$ cat config.mk
export PLATFORM = sky130hd
export DESIGN_NAME = usb_uart_stream_engine
export DESIGN_NICKNAME = d
export VERILOG_FILES = /design/src/rtl/usb_uart_stream_engine.sv
export SDC_FILE = /design/constraint.sdc
export NUM_CORES = 1
export LEC_CHECK = 0
export ABC_AREA = 1
export BUFFER_PORTS_ARGS = -buffer_cell sky130_fd_sc_hd__buf_2
export CORE_MARGIN = 4
export CORE_UTILIZATION = 55
export CTS_BUF_LIST = sky130_fd_sc_hd__clkbuf_16
export CTS_CLUSTER_SIZE = 10
export DETAILED_ROUTE_END_ITERATION = 6
export HOLD_SLACK_MARGIN = 0.02
export PLACE_DENSITY_LB_ADDON = 0.08
export SLEW_MARGIN = 0
export SYNTH_ARGS = -nofsm -noshare
export SYNTH_HDL_FRONTEND = slang
export SYNTH_SLANG_ARGS = --single-unit
$ cat constraint.sdc
create_clock -name clk_48mhz -period 2.2 [get_ports clk_48mhz]
set_clock_uncertainty 0.2 [all_clocks]
set_input_delay 0.33 -clock clk_48mhz [delete_from_list [all_inputs] [get_ports clk_48mhz]]
set_output_delay 0.33 -clock clk_48mhz [all_outputs]
set_load 0.02 [all_outputs]
$ cat src/rtl/usb_uart_stream_engine.sv
// rtl/usb_uart_stream_engine.sv - echo / periodic-message stream engine owning the usb_uart byte port
module usb_uart_stream_engine #(
    parameter int                   MSG_LEN    = 13,
    parameter logic [MSG_LEN*8-1:0] MSG        = "Hello World!\n",
    parameter int                   DELAY_W    = 24,
    parameter int                   FIFO_DEPTH = 16,
    parameter bit                   UPCASE     = 1'b0
) (
    input  logic                        clk_48mhz,
    input  logic                        resetn,
    input  logic [1:0]                  mode,
    output logic                        uart_we,
    output logic                        uart_re,
    output logic [7:0]                  uart_di,
    input  logic [7:0]                  uart_do,
    input  logic                        uart_wait,
    output logic [$clog2(FIFO_DEPTH):0] fifo_level,
    output logic                        msg_active,
    output logic [15:0]                 tx_count,
    output logic [15:0]                 rx_count
);
    localparam int          AW       = $clog2(FIFO_DEPTH);
    localparam logic [AW:0] FULL_LVL = (AW+1)'(FIFO_DEPTH);
    localparam logic [7:0]  MSG_END  = 8'(MSG_LEN);

    typedef enum logic [2:0] {ST_IDLE, ST_RD_REQ, ST_RD_CAP, ST_WR_REQ, ST_GAP} state_t;

    state_t             state;
    logic [7:0]         mem [FIFO_DEPTH];
    logic [AW-1:0]      wr_ptr;
    logic [AW-1:0]      rd_ptr;
    logic [7:0]         msg_idx;
    logic               msg_due;
    logic               last_wr;
    logic [DELAY_W-1:0] ivl_cnt;
    logic               fifo_empty;
    logic               fifo_full;
    logic               msg_start;
    logic               wr_ok;
    logic               rd_ok;
    logic               do_wr;
    logic               push;

    function automatic logic [7:0] upcase(input logic [7:0] b);
        if (UPCASE && b >= 8'h61 && b <= 8'h7a) return b - 8'h20;
        return b;
    endfunction

    // byte 0 of MSG sits in the most significant byte
    function automatic logic [7:0] msg_byte(input logic [7:0] idx);
        logic [MSG_LEN*8-1:0] sh;
        sh = MSG << {idx, 3'b000};
        return sh[MSG_LEN*8-1 -: 8];
    endfunction

    always_comb begin
        fifo_empty = (fifo_level == '0);
        fifo_full  = (fifo_level == FULL_LVL);
        msg_start  = !msg_active && msg_due && mode[1];
        wr_ok      = msg_active || msg_start || (!fifo_empty && mode[0]);
        rd_ok      = mode[0] && !fifo_full;
        do_wr      = wr_ok && (!rd_ok || !last_wr);
        push       = (state == ST_RD_CAP) && !uart_wait;
    end

    always_ff @(posedge clk_48mhz) begin
        if (push) mem[wr_ptr] <= upcase(uart_do);
    end

    always_ff @(posedge clk_48mhz or negedge resetn) begin
        if (!resetn) begin
            state      <= ST_IDLE;
            uart_we    <= 1'b0;
            uart_re    <= 1'b0;
            uart_di    <= 8'h00;
            fifo_level <= '0;
            msg_active <= 1'b0;
            tx_count   <= 16'h0000;
            rx_count   <= 16'h0000;
            wr_ptr     <= '0;
            rd_ptr     <= '0;
            msg_idx    <= 8'h00;
            msg_due    <= 1'b0;
            last_wr    <= 1'b0;
            ivl_cnt    <= '0;
        end else begin
            ivl_cnt <= ivl_cnt + 1'b1;
            if (&ivl_cnt && !msg_active) msg_due <= 1'b1;
            if (!uart_wait) begin
                case (state)
                    ST_IDLE: begin
                        if (mode == 2'b00) begin
                            wr_ptr     <= '0;
                            rd_ptr     <= '0;
                            fifo_level <= '0;
                            msg_due    <= 1'b0;
                            msg_active <= 1'b0;
                        end else begin
                            if (!mode[1]) msg_due <= 1'b0;
                            if (do_wr) begin
                                uart_we <= 1'b1;
                                last_wr <= 1'b1;
                                state   <= ST_WR_REQ;
                                if (msg_active) begin
                                    uart_di <= msg_byte(msg_idx);
                                    msg_idx <= msg_idx + 8'd1;
                                end else if (msg_start) begin
                                    uart_di    <= msg_byte(8'd0);
                                    msg_idx    <= 8'd1;
                                    msg_active <= 1'b1;
                                    msg_due    <= 1'b0;
                                end else begin
                                    uart_di    <= mem[rd_ptr];
                                    rd_ptr     <= rd_ptr + 1'b1;
                                    fifo_level <= fifo_level - 1'b1;
                                end
                            end else if (rd_ok) begin
                                uart_re <= 1'b1;
                                last_wr <= 1'b0;
                                state   <= ST_RD_REQ;
                            end
                        end
                    end
                    ST_RD_REQ: begin
                        uart_re <= 1'b0;
                        state   <= ST_RD_CAP;
                    end
                    ST_RD_CAP: begin
                        wr_ptr     <= wr_ptr + 1'b1;
                        fifo_level <= fifo_level + 1'b1;
                        rx_count   <= rx_count + 16'd1;
                        state      <= ST_GAP;
                    end
                    ST_WR_REQ: begin
                        uart_we  <= 1'b0;
                        tx_count <= tx_count + 16'd1;
                        if (msg_active && msg_idx == MSG_END) msg_active <= 1'b0;
                        state    <= ST_GAP;
                    end
                    default: state <= ST_IDLE;
                endcase
            end
        end
    end
endmodule

======== Yosys cells after proc, flatten, opt, wreduce, memory -nomap -nowiden ========
Memories as Yosys holds them, arrays and structs flattened.
Cells that the tools add are included.
W data, S select, Z words.
word-level totals
  register bits after elaboration ......... 93
  bits in writable memories ............... 128
  input bits .............................. 13
  memories ................................ 1
memory list
  memory  words  width  read ports  clocked after memory_dff  wr ports  line  source
  mem     16     8      1           0                         1         29    logic [7:0] mem [FIFO_DEPTH];
cells by class
  add/sub/neg operators ................... 8
  equal/unequal tests ..................... 17
  shift operators ......................... 1
  mux-type cells .......................... 44
  bitwise operators ....................... 2
  reductions and logical operators ........ 40
operators with widths
  kind                        number
  $shl A103 B11 Y104 const A  1
  $add A16 B1 Y16 const B     2
  $mux W8                     4
  $add A24 B1 Y24 const B     1
  $reduce_and A24 Y1          1
  $mux W1                     22
  $mux W4                     5
  $mux W5                     4
  $reduce_and A5 Y1           4
  $reduce_and A4 Y1           4
  $ne A2 B2 Y1 const B        6
  $ne A3 B3 Y1 const B        4
  $reduce_bool A2 Y1          6
  $pmux W5 S2                 1
  $mux W3                     3
  $pmux W3 S3                 1
  $add A4 B1 Y4 const B       2
  $add A8 B1 Y8 const B       1
  $eq A8 B4 Y1 const B        1
  $logic_and A1 B1 Y1         8
  $pmux W4 S2                 1
  $eq A3 B2 Y1 const B        2
  $logic_not A1 Y1            6
  $pmux W1 S2                 3
  other kinds (13)            19

======== Longest topological paths before layout ========
Gate-level depths: netlist of the first run.
  word-level depth ........................ 10
  mapped depth ............................ 11
  mapped depth without buffers ............ 11

======== Least setup slack after synthesis of the first run ========
OpenSTA, ideal clock, no wires.
  kind .................................... reg-to-reg
  start ................................... register state[2]
  end ..................................... memory mem[3][0], enable pin
  setup time .............................. 0.370 ns
  arrival ................................. 1.384 ns
  slack ................................... 0.246 ns
  stages on the path, launching flop included .. 8
  buffers on the path ..................... 0
  cells stage by stage .................... dfrtp_1 > clkinv_2 > nand2_2 > nor2_4 > nand2_4 > inv_4 > nand2_1 > nor2_1
on the way
  longest elaborated chain between the ends .. 4
ends and longest elaborated chain
  item                           line  source
  start, declared                28    state_t state;
  start signal, assigned         72    state <= ST_IDLE;
  start signal, assigned         103   state <= ST_WR_REQ;
  start signal, assigned         120   state <= ST_RD_REQ;
  $eq A3 B2 Y1                   63    push = (state == ST_RD_CAP) && !uart_wait;
  $logic_and A1 B1 Y1            63
  $mux W1                        67    if (push) mem[wr_ptr] <= upcase(uart_do);
  $mux W1 (not written as such)  67
  end, declared                  29
Every way passes these cells.

======== Final worst setup path of the first run ========
  start ................................... register rd_ptr[0]
  end ..................................... register uart_di[6]
on the way
  longest elaborated chain between the ends .. 3
ends and longest elaborated chain
  item                    line  source
  start, declared         31    logic [AW-1:0] rd_ptr;
  start signal, assigned  114   rd_ptr <= rd_ptr + 1'b1;
  $mem_v2 Z16 W8          --
  $mux W8                 107   end else if (msg_start) begin
  $mux W8                 104   if (msg_active) begin
  end signal, assigned    105   uart_di <= msg_byte(msg_idx);
  end signal, assigned    108   uart_di <= msg_byte(8'd0);
  end signal, assigned    113   uart_di <= mem[rd_ptr];
  end, declared           14    output logic [7:0] uart_di,
Every way passes these cells.
A chain may end at the register's enable or synchronous reset.

==> run summary, run 1 <==
status = completed
Sw Ratio = 0.341
GPL Wtd Cong = 0.889
I/O pin total = 61
total grt overflow = 0
register bit total from synthesis = 221
DR vias = 7546
Sw Pwr = 4.13 mW
final instance area = 12000 um^2
CTS tree = yes
Worst EP arrival = 2.24 ns
unrepaired setup endpoints after global routing = false
CP Max Fanout = 28
Register Area = 6170 um^2
core box area = 18200 um^2
Synth Flop Type = edfxtp_1
most common cell in the netlist = nand2_1
Die Ht = 145 um
footprint of the multi-input gates = 3720 um^2
Max VDD drop = 0.715 mV
Syn Nets = 1091
Clk pwr share = 0.304
CP max-delay cell = dfrtp_2
sequential area share after synthesis = 0.598
row count = 49
setup slack after layout = 0.203 ns
initial core utilization = 0.566
Gate Count Post-Synth = 1065
final setup vio count = 0
chip width = 145 um
Leak = 5.31 nW
Post-layout nets = 1203
HPWL reported at the end of detailed placement = 15.2 mm
Longest Clk Path Bufs = 3
synthesis warning total = 0
CTS HTree Levels = 1
global-route wire length before repair = 37.0 mm
Root Driver = clkbuf_16
cell family with the largest share of critical-path delay = simple AND/OR/NAND/NOR gates
max-slew violations = 0
max_cap viols = 0
Area contributors post-synth = edfxtp_1 (37%), dfrtp_1 (23%), nand2_1 (11%), nor2_1 (4.7%), nand3_1 (4.0%)
drt wl/cell = 15.7 um
async set or reset register ratio after synthesis = 0.421
top cell type's share of synthesized area = 0.373
CP Class = reg2reg
Avg Cell Area, Syn = 9.69 um^2
area grow syn2layout = 15.9%
Hold Path Class = in2reg
Post-synth EDFFs = 128
Reg clk slew, reported paths = 0.06 ns
mean number of vias per cell = 5.30
Worst Path Buf+Inv = 2
CP required = 2.45 ns
setup TNS = 0 ns
Yosys top cell by area = edfxtp_1
Power Density = 1010 nW/um^2
DP Worst Slack = 0.221 ns
final hold violations = 0
total global-route track usage = 0.214
Die Area = 21000 um^2
vias in the first global route = 7212
Fillers = 1487
cell mode on critical path = nand2_1
WHS = 0.0490 ns
Seq pwr share = 0.424
drc violations = 0
crit path capture type = register
Ant. Diodes = 0
worst-path cell chain = inv_2, buf_12, nand2_1, nand3_1, nand2_1, nor2_1, nand2_1, nand3_1, nand3_1, nand2_1
Final Non-Filler Cells = 1424
initial antenna violation count = 0
cell area after synthesis = 10300 um^2
dpl cell area = 11100 um^2
clk_lat worst skew = 0.53 ns
largest net degree at the start of global routing = 39
# placed instances = 1368
CP Launch Type = register
Max-slew headroom = 0.641
Inserted Clock Buffers = 26
layout cells sized above 1 = 0.142
Tcrit/Tclk final = 0.908
most frequent cells after synthesis = nand2_1 (300), nor2_1 (130), edfxtp_1 (128)
Critical Path Max Stage Delay = 0.43 ns
first-pass iteration count of the detailed router = 5
Total Power = 12.1 mW
Yosys cell types = 42
clock sink count = 221
fin util = 0.657
IO Port Bufs = 60
Worst-Margin Slew = 0.534 ns
Gate power share = 0.272
DRT Wirelength = 22.4 mm
Antenna Violating Nets Remaining = 0
maximum clock rate = 0.501 GHz
internal power = 7.98 mW
min cycle time layout = 2.00 ns
DR iter-0 viols = 568
==> layout by cell type, fill, tap and decap left out, types with 19 or more instances in the layout <==
master	instances
buf_2	59
nand3_1	82
buf_4	39
nand2_1	299
inv_1	84
dfrtp_1	92
nor2_1	130
nand4_1	19
clkbuf_16	26
xnor2_1	21
edfxtp_1	128
xor2_1	36
o21ai_0	56
==> cell families after synthesis <==
logic type	after synthesis	share of synthesized area
simple gates	579	0.248
xor+xnor	57	0.0484
buf+inv	104	0.0416
compound gates	91	0.0477
fa+ha+maj	13	0.0158
flops	221	0.598
==> flip-flops by register name, summed over array words and instances (netlist names) <==
signal	count
rx_count	16
uart_we	1
last_wr	1
tx_count	16
uart_di	8
state	3
uart_re	1
msg_due	1
wr_ptr	4
fifo_level	5
msg_idx	8
msg_active	1
mem	128
ivl_cnt	24
rd_ptr	4
==> final timing paths <==
check / slack, ns / to / start / cells past startpoint
worst min register to register: 0.26 / tx_count[15]$_DFFE_PN0P_ / tx_count[15]$_DFFE_PN0P_ / 1
worst max register to register: 0.20 / uart_di[6]$_DFFE_PN0P_ / rd_ptr[0]$_DFFE_PN0P_ / 10
worst min-delay path: 0.05 / mem[12][6]$_DFFE_PP_ / uart_do[6] / 1
worst max-delay path: 0.20 / uart_di[6]$_DFFE_PN0P_ / rd_ptr[0]$_DFFE_PN0P_ / 10
min in group asynchronous: 0.11 / fifo_level[0]$_DFFE_PN0P_ / resetn / 2
max in group asynchronous: 1.12 / ivl_cnt[6]$_DFF_PN0_ / resetn / 3
==> per-layer routing <==
layer,global-route usage,wire [um]
met5,0,0
met4,0.0489,434
met3,0.0334,1200
met2,0.332,10100
met1,0.321,10700
==> power by group through the flow <==
stage	logic [mW]	clock network, mW	registers (mW)
6_report	3.29	3.68	5.13
5_1_grt	3.73	3.96	5.19
4_1_cts	3.31	3.76	5.13
3_5_place_dp	3.28	0	5.20
3_3_place_gp	3.24	0	5.19
2_1_floorplan	2.05	0	5.37
==> timing repair <==
item | CTS | global route
hold buffers | 9 | 1
setup buffers | 0 | 0
gates resized for setup | 0 | 1
endpoints found under the setup margin | 0 | 4
hold endpoints to repair | 140 | 9
==> worst reg2reg max path, stage by stage, from the launching register on <==
cell     delay [ns]
dfrtp_2        0.43
inv_2          0.29
buf_12         0.23
nand2_1        0.07
nand3_1        0.08
nand2_1        0.05
nor2_1         0.20
nand2_1        0.08
nand3_1        0.12
nand3_1        0.09
nand2_1        0.06
==> cell type report <==
| cell class | instances | share of cell area |
|---|---|---|
| Sequential cell | 221 | 0.516 |
| Multi-Input combinational cell | 740 | 0.311 |
| Timing Repair Buffer | 111 | 0.0626 |
| Clock buffer | 26 | 0.0544 |
| Inverter | 77 | 0.0247 |
| Tap cell | 229 | 0.0240 |
| Clock inverter | 20 | 0.00743 |
(Power assumes the default switching activity.)
==> run 2, diff against run 1 <==
--- a/config.mk
+++ b/config.mk
@@ -14,6 +14,7 @@
 export DETAILED_ROUTE_END_ITERATION = 6
 export HOLD_SLACK_MARGIN = 0.02
 export PLACE_DENSITY_LB_ADDON = 0.08
+export SETUP_SLACK_MARGIN = 0.4
 export SLEW_MARGIN = 0
 export SYNTH_ARGS = -nofsm -noshare
 export SYNTH_HDL_FRONTEND = slang
==> run summary, run 2 (synthesis results as in run 1) <==
status = completed
largest register by flop count = mem
final hold violations = 0
Sw Ratio = 0.360
Worst Hold Path Cells = 1
CP Max Fanout = 8
largest net degree at the start of global routing = 94
cell mode on critical path = nand2_4
Critical Path Max Stage Delay = 0.40 ns
Sw Pwr = 4.90 mW
GPL Wtd Cong = 0.921
drc violations = 0
RR Startpoint = state[0]$_DFFE_PN0P_
internal power = 8.72 mW
R2R cell count = 8
max FFs per register = 128
Gate power share = 0.342
Final Non-Filler Cells = 1469
Reg clk slew, reported paths = 0.06 ns
CP Class = reg2reg
clock sink count = 221
Seq pwr share = 0.382
CTS tree = yes
hold wc startpoint = uart_do[4]
final setup vio count = 0
CP required = 2.24 ns
mean number of vias per cell = 5.51
Worst Path Buf+Inv = 4
max-slew violations = 0
# placed instances = 1362
crit path capture type = register
area grow syn2layout = 26.1%
Post-layout nets = 1248
most common cell after layout, fill and taps aside = nand2_1
chip width = 145 um
total grt overflow = 0
Largest regs = mem: 128 flops, ivl_cnt: 24 flops
Max VDD drop = 0.728 mV
setup TNS = 0 ns
CP max-delay cell = dfrtp_1
Inserted Clock Buffers = 26
unrepaired setup endpoints after global routing = true
DRT Wirelength = 26.9 mm
Longest Clk Path Bufs = 3
Tcrit/Tclk final = 0.842
Die Area = 21000 um^2
vias in the first global route = 7698
row count = 49
CP Launch Type = register
most frequent cells in the layout = nand2_1 (279), edfxtp_1 (128), nor2_1 (99)
global-route wire length before repair = 40.9 mm
initial core utilization = 0.566
Worst R2R End = mem[0][6]$_DFFE_PP_
Leak = 5.70 nW
Power Density = 1050 nW/um^2
Fillers = 1302
r2r setup slk = 0.35 ns
drt wl/cell = 18.3 um
HPWL reported at the end of detailed placement = 16.7 mm
Antenna Violating Nets Remaining = 0
first-pass iteration count of the detailed router = 6
clk_lat worst skew = 0.54 ns
final instance area = 13000 um^2
Root Driver = clkbuf_16
max_cap viols = 0
core box area = 18200 um^2
Die Ht = 145 um
Clk pwr share = 0.275
Worst-Margin Slew = 0.531 ns
Hold Path Class = in2reg
destination of the worst hold path = mem[12][4]$_DFFE_PP_
cell family with the largest share of critical-path delay = buffers and inverters
Ant. Diodes = 0
IO Port Bufs = 60
DR vias = 8095
maximum clock rate = 0.540 GHz
layout cells sized above 1 = 0.248
min cycle time layout = 1.85 ns
I/O pin total = 61
CTS HTree Levels = 1
DR iter-0 viols = 657
Worst EP arrival = 1.89 ns
Max-slew headroom = 0.646
initial antenna violation count = 0
dpl cell area = 11100 um^2
total global-route track usage = 0.239
worst-path cell chain = buf_6, nor2_4, nand2_4, inv_4, buf_8, nand2_4, nor2_1, buf_4
run 2: changes by cell type in the layout (fill, tap and decap cells not counted), sizes merged:
cell / previous run / this run
clkbuf: 26 / 31
clkinv: 7 / 5
inv: 90 / 93
buf: 101 / 141
dlygate4sd3: 10 / 8
clkinvlp: 0 / 1
run 2: how the worst max path moves through the flow:
| stage | start | to | cells past startpoint |
|---|---|---|---|
| 2_1_floorplan | state[2]$_DFFE_PN0P_ | mem[4][0]$_DFFE_PP_ | 7 |
| 3_3_place_gp | mode[1] | uart_di[5]$_DFFE_PN0P_ | 8 |
| 3_5_place_dp | mode[1] | uart_di[5]$_DFFE_PN0P_ | 8 |
| 4_1_cts | state[1]$_DFFE_PN0P_ | uart_di[2]$_DFFE_PN0P_ | 9 |
| 5_1_grt | state[2]$_DFFE_PN0P_ | rx_count[13]$_DFFE_PN0P_ | 11 |
| 6_report | state[0]$_DFFE_PN0P_ | mem[0][6]$_DFFE_PP_ | 8 |
run 2: power by group through the flow:
stage	sequential (mW)	clock (mW)	combinational, mW
2_1_floorplan	5.38	0	2.07
3_3_place_gp	5.23	0	3.40
3_5_place_dp	5.23	0	3.40
4_1_cts	5.15	3.81	3.74
5_1_grt	5.26	3.99	5.05
6_report	5.21	3.75	4.67
run 2: final cells by class:
cell class,instances,area [um^2],area share
repair buffers,154,1310,0.100
clock inverters,20,101,0.00779
multi-input cells,740,4150,0.319
inverters,77,322,0.0247
flip-flops and latches,221,6180,0.475
clock buffers,26,651,0.0500
repair inverters,2,15.0,0.00115
well taps,229,287,0.0220
run 2: layer usage:
layer	vias to the layer above	wire length, um	global-route usage
met3	47	2180	0.0490
met1	3861	11800	0.355
met4	0	575	0.0665
li1	3854	-	-
met5	-	0	0
met2	333	12300	0.363
run 2: what timing repair did:
item                                    in CTS  in global routing
hold endpoints to repair                   122                  0
gates resized for setup                     31                137
pin swaps                                   15                 50
setup buffers                               23                 22
gates cloned                                 1                  7
endpoints found under the setup margin     155                169
hold buffers                                 8                  0
run 2: stage by stage:
step,power (mW),util,setup WS [ns],hold WS [ns]
global placement,8.63,0.609,0.0631,0.226
detailed placement,8.63,0.609,0.0568,0.228
floorplan,7.46,-,0.263,-0.166
CTS,12.7,0.671,0.375,0.0226
finish,13.6,0.715,0.348,0.0340
global route,14.3,0.715,0.270,0.0340
